===== config.mk =====
export PLATFORM = sky130hd
export DESIGN_NAME = hsi_encoder
export DESIGN_NICKNAME = d
export VERILOG_FILES = /design/src/rtl/hsi_pkg.sv /design/src/rtl/hsi_tick_counter.sv /design/src/rtl/hsi_encoder.sv
export SDC_FILE = /design/constraint.sdc
export NUM_CORES = 1
export LEC_CHECK = 0
export ABC_AREA = 0
export BUFFER_PORTS_ARGS = -buffer_cell sky130_fd_sc_hd__buf_2
export CAP_MARGIN = 20
export CORE_MARGIN = 2
export CORE_UTILIZATION = 50
export CTS_CLUSTER_DIAMETER = 60
export DETAILED_ROUTE_END_ITERATION = 6
export PLACE_DENSITY = 0.69
export SYNTH_ARGS = -nofsm -noshare
export SYNTH_HDL_FRONTEND = slang
export SYNTH_HIERARCHICAL = 1
export SYNTH_SLANG_ARGS = --single-unit

===== constraint.sdc =====
create_clock -name clk -period 2.7 [get_ports clk]
set_input_delay 0.405 -clock clk [delete_from_list [all_inputs] [get_ports clk]]
set_output_delay 0.405 -clock clk [all_outputs]
set_load 0.05 [all_outputs]

===== src/rtl/hsi_pkg.sv =====
// hsi_pkg: shared HSI line constants and encoder state type
package hsi_pkg;
  localparam logic START_BIT = 1'b0;
  localparam logic STOP_BIT = 1'b1;
  localparam logic LSB = 1'b0;
  localparam logic MSB = 1'b1;
  localparam int TICKS_PER_BIT_DEF = 8;
  typedef enum logic [2:0] {IDLE, START, DATA, PARITY, STOP, GAP} hsi_state_e;
endpackage


===== src/rtl/hsi_tick_counter.sv =====
// hsi_tick_counter: modulo-TICKS clk_en counter with end-of-bit strobe
module hsi_tick_counter #(
  parameter int TICKS = 8
) (
  input  logic clk,
  input  logic rst,
  input  logic clr,
  input  logic clk_en,
  output logic bit_end
);
  localparam int W = TICKS > 1 ? $clog2(TICKS) : 1;
  logic [W-1:0] cnt;
  assign bit_end = clk_en && cnt == W'(TICKS - 1);
  always_ff @(posedge clk)
    if (rst || clr) cnt <= '0;
    else if (clk_en) cnt <= bit_end ? '0 : cnt + W'(1);
endmodule


===== src/rtl/hsi_encoder.sv =====
// hsi_encoder: double-buffered byte-to-serial HSI frame transmitter
module hsi_encoder
  import hsi_pkg::*;
#(
  parameter int TICKS_PER_BIT = TICKS_PER_BIT_DEF,
  parameter int GAP_BITS = 2,
  parameter logic ML_FST = LSB
) (
  input  logic       clk,
  input  logic       rst,
  input  logic       clk_en,
  input  logic [7:0] d,
  input  logic       d_valid,
  input  logic       d_last,
  output logic       d_ready,
  output logic       q,
  output logic       busy,
  output logic       frame_sent
);
  localparam int GW = $clog2(GAP_BITS + 1);
  hsi_state_e state, state_n;
  logic [7:0] hold_d, sh, sh_n;
  logic hold_last, full, live, accept, load, bit_end;
  logic par, par_n, last, last_n, cur, q_n;
  logic [2:0] bit_cnt, bit_n;
  logic [GW-1:0] gap_cnt, gap_n;
  hsi_tick_counter #(.TICKS(TICKS_PER_BIT)) u_tick (
    .clk(clk), .rst(rst), .clr(state == IDLE), .clk_en(clk_en), .bit_end(bit_end)
  );
  // live keeps d_ready low for the cycle that follows a reset edge
  assign d_ready = live && !full;
  assign accept = d_valid && d_ready;
  assign busy = state != IDLE;
  always_comb begin
    state_n = state;
    sh_n = sh;
    par_n = par;
    last_n = last;
    bit_n = bit_cnt;
    gap_n = gap_cnt;
    load = 1'b0;
    case (state)
      IDLE: if (clk_en && full) begin
        state_n = START;
        load = 1'b1;
      end
      START: if (bit_end) begin
        state_n = DATA;
        bit_n = '0;
      end
      DATA: if (bit_end) begin
        sh_n = ML_FST == LSB ? sh >> 1 : sh << 1;
        bit_n = bit_cnt + 3'd1;
        if (bit_cnt == 3'd7) state_n = PARITY;
      end
      PARITY: if (bit_end) state_n = STOP;
      STOP: if (bit_end) begin
        if (last) begin
          state_n = GAP;
          gap_n = '0;
        end else if (full) begin
          state_n = START;
          load = 1'b1;
        end else state_n = IDLE;
      end
      GAP: if (bit_end) begin
        gap_n = gap_cnt + GW'(1);
        if (gap_cnt == GW'(GAP_BITS - 1)) state_n = IDLE;
      end
      default: state_n = IDLE;
    endcase
    if (load) begin
      sh_n = hold_d;
      par_n = ~^hold_d;
      last_n = hold_last;
    end
    cur = ML_FST == LSB ? sh_n[0] : sh_n[7];
    q_n = state_n == START ? START_BIT : state_n == DATA ? cur : state_n == PARITY ? par_n : STOP_BIT;
  end
  always_ff @(posedge clk) begin
    if (rst) begin
      state <= IDLE;
      q <= STOP_BIT;
      full <= 1'b0;
      live <= 1'b0;
      frame_sent <= 1'b0;
      bit_cnt <= '0;
      gap_cnt <= '0;
      sh <= '0;
      par <= 1'b0;
      last <= 1'b0;
      hold_d <= '0;
      hold_last <= 1'b0;
    end else begin
      live <= 1'b1;
      full <= load ? 1'b0 : accept ? 1'b1 : full;
      if (accept) begin
        hold_d <= d;
        hold_last <= d_last;
      end
      frame_sent <= state == STOP && bit_end;
      state <= state_n;
      sh <= sh_n;
      par <= par_n;
      last <= last_n;
      bit_cnt <= bit_n;
      gap_cnt <= gap_n;
      q <= q_n;
    end
  end
endmodule


==> results.sh <==
export IMPL_synthMuxAreaShare=0.0646
export IMPL_criticalPathCategory="reg -> reg"
export IMPL_h_tree_depth=2
export IMPL_num_vias=1289
export IMPL_antenna_cells=0
export IMPL_port_buffers=16
export IMPL_syn_instance_count=184
export IMPL_drive_above_1_share=0.171
export IMPL_synth_edf_count=0
export IMPL_finClkSkew_ns=0.00919
export IMPL_yosysMostFrequentCell="dfxtp_1"
export IMPL_drt_iter0_markers=113
export IMPL_p_leak_uw=0.000678
export IMPL_status="complete, no violations"
export IMPL_synth_top_family_by_area="simple AND/OR/NAND/NOR gates"
export IMPL_synth_simple_area_share=0.230
export IMPL_fmax_ghz=0.427
export IMPL_max_slew_margin=0.559
export IMPL_rows=20
export IMPL_cts_tree="done"
export IMPL_finalSetupViolations=0
export IMPL_cap_viol_max_count=0
export IMPL_worstMarginPinSlew_ns=0.661
export IMPL_die_w_um=61.4
export IMPL_synth_nets=202
export IMPL_synthArstFlopShare=0
export IMPL_cts_repair_resized=0
export IMPL_finalMaxSlewViolations=0
export IMPL_initial_core_util=0.530
export IMPL_core_area_um2=3100
export IMPL_tns_ns=0
export IMPL_arrival_ns=2.55
export IMPL_start_kind="flip-flop"
export IMPL_place_area_um2=1740
export IMPL_yosys_top_cells_area="dfxtp_1, nand2_1, mux2i_1"
export IMPL_gp_congestion=0.771
export IMPL_post_cts_setup_buffers=0
export IMPL_dpl_hpwl_um=2160
export IMPL_synth_commonest_cells="dfxtp_1, nand2_1, nor2_1"
export IMPL_endpoint_kind="flip-flop"
export IMPL_syn_area_per_cell_um2=8.94
export IMPL_hold_buffers=0
export IMPL_hold_viol=0
export IMPL_routed_wl_um=3030
export IMPL_total_power_uw=972
export IMPL_seq_area_um2=681
export IMPL_die_height_um=61.4
export IMPL_fin_crit_sh=0.867
export IMPL_synth_compound_area_frac=0.162
export IMPL_cts_path_max_buffers=2
export IMPL_synth_ff_type="dfxtp_1"
export IMPL_synth_fa_ha_area_frac=0.0380
export IMPL_finalCriticalPeriod_ns=2.34
export IMPL_synth_distinct_cells=37
export IMPL_synth_area_um2=1650
export IMPL_grt_usage=0.188
export IMPL_path_clk_slew_ns=0.10
export IMPL_yosys_warnings=6
export IMPL_fin_hold_ws_ns=0.305
export IMPL_path_max_fanout=9
export IMPL_multi_input_area_um2=890
export IMPL_cts_sinks=34
export IMPL_grt_start_max_net_pins=34
export IMPL_fillers=307
export IMPL_dieArea_um2=3770
export IMPL_yosysSeqAreaShare=0.414
export IMPL_irDropWorstVdd_mv=0.290
export IMPL_ioPinCount=17
export IMPL_cp_data_required_time_ns=2.91
export IMPL_grt_first_pass_wirelength_um=5140
export IMPL_synth_xor_area_frac=0.0426
export IMPL_stdcell_area_um2=1820
export IMPL_wire_per_inst_um=12.5
export IMPL_syn2layout_area_growth_pct=10.5
export IMPL_synth_top_area_frac=0.414
export IMPL_drc_errors=0
export IMPL_power_density_nw_per_um2=535
export IMPL_cts_buffers=5
export IMPL_first_pass_iters=4
export IMPL_synth_seq_cells=34
export IMPL_yosysTopAreaCell="dfxtp_1"
export IMPL_ant_nets=0
export IMPL_cts_root_buf="clkbuf_4"
export IMPL_antenna_found_initial=0
export IMPL_rsz0062_at_grt="no"
export IMPL_grt_overflow=0
export IMPL_grt_pass1_vias=1200
export IMPL_nNetsFinal=216
export IMPL_clock_latency_ns=0.34
export IMPL_vias_per_cell=5.30
export IMPL_hold_path_class="in -> reg"
-- logic make-up (layout without fill, tap and decap cells) --
kind of cell / Yosys count / after routing
AO/OA/AOI/OAI: 38 / 38
buffers and inverters: 16 / 31
adder cells (fa/ha/maj): 5 / 5
AND/OR/NAND/NOR: 73 / 73
flip-flops: 34 / 34
XOR/XNOR: 8 / 8
multiplexers: 10 / 10
-- metrics by stage --
step	std cells	utilization	setup slack, ns
after floorplan	184	-	0.431
after global placement	235	0.560	0.443
after detailed placement	235	0.560	0.371
after CTS	243	0.586	0.350
after global routing	243	0.586	0.191
final	243	0.586	0.360
-- critical path: stages (launching register included) --
cell      delay, ns
dfxtp_1        0.37
ha_1           0.16
ha_1           0.17
and2_1         0.31
nor4bb_2       0.39
mux2_1         0.35
mux2_4         0.27
o21ai_2        0.11
o311ai_1       0.10
-- path summary, 6_finish.rpt --
path	start	to	slack [ns]	cells past startpoint
worst min-delay path	d[2]	hold_d[2]$_SDFFE_PP0P_	0.30	3
worst max register to register	u_tick/cnt[0]$_SDFFE_PP0P_	q$_SDFF_PP1_	0.36	8
worst max-delay path	u_tick/cnt[0]$_SDFFE_PP0P_	q$_SDFF_PP1_	0.36	8
worst min register to register	hold_last$_SDFFE_PP0P_	hold_last$_SDFFE_PP0P_	0.48	2
-- registers in the layout (all words and copies together), names as in the netlist --
name	flops
u_tick/cnt	3
gap_cnt	2
live	1
sh	8
last	1
full	1
state	3
par	1
hold_last	1
hold_d	8
frame_sent	1
bit_cnt	3
q	1
-- where the power goes --
group          total (uW)  switching [uW]  internal [uW]  leakage (uW)
registers             533            15.8            517      0.000276
logic                94.7            54.6           40.0      0.000357
clock network         344             166            178     0.0000446
-- placed cells by master (no fill, tap or decap), drive strengths merged --
cell type and count:
a211oi 8, nor2 18, ha 5, clkbuf 8, dfxtp 34, nand3b 2
o211ai 1, or3b 1, xnor2 8, nand2 22, and2 2, inv 5
a32oi 1, a221oi 1, buf 18, nor4bb 2, nor3 3, mux2 2
nand3 11, o21ai 7, nor2b 4, and4 1, o311ai 1, nand2b 6
a22oi 4, mux2i 8, a221o 1, nor3b 1, a21oi 14
-- final cells by class --
| class | count | share of cell area |
|---|---|---|
| multi-input cells | 134 | 0.489 |
| flip-flops and latches | 34 | 0.374 |
| repair buffers | 18 | 0.0523 |
| clock buffers | 8 | 0.0434 |
| well taps | 44 | 0.0303 |
| inverters | 5 | 0.0103 |
-- layer usage --
layer | vias up | share of wire | track usage
met2 | 13 | 0.51 | 0.327
li1 | 669 | - | -
met4 | 0 | 0.0089 | 0.0638
met1 | 603 | 0.45 | 0.212
met5 | - | 0 | 0
met3 | 4 | 0.031 | 0.0693
Note: power is estimated with default switching activity, not from simulation.
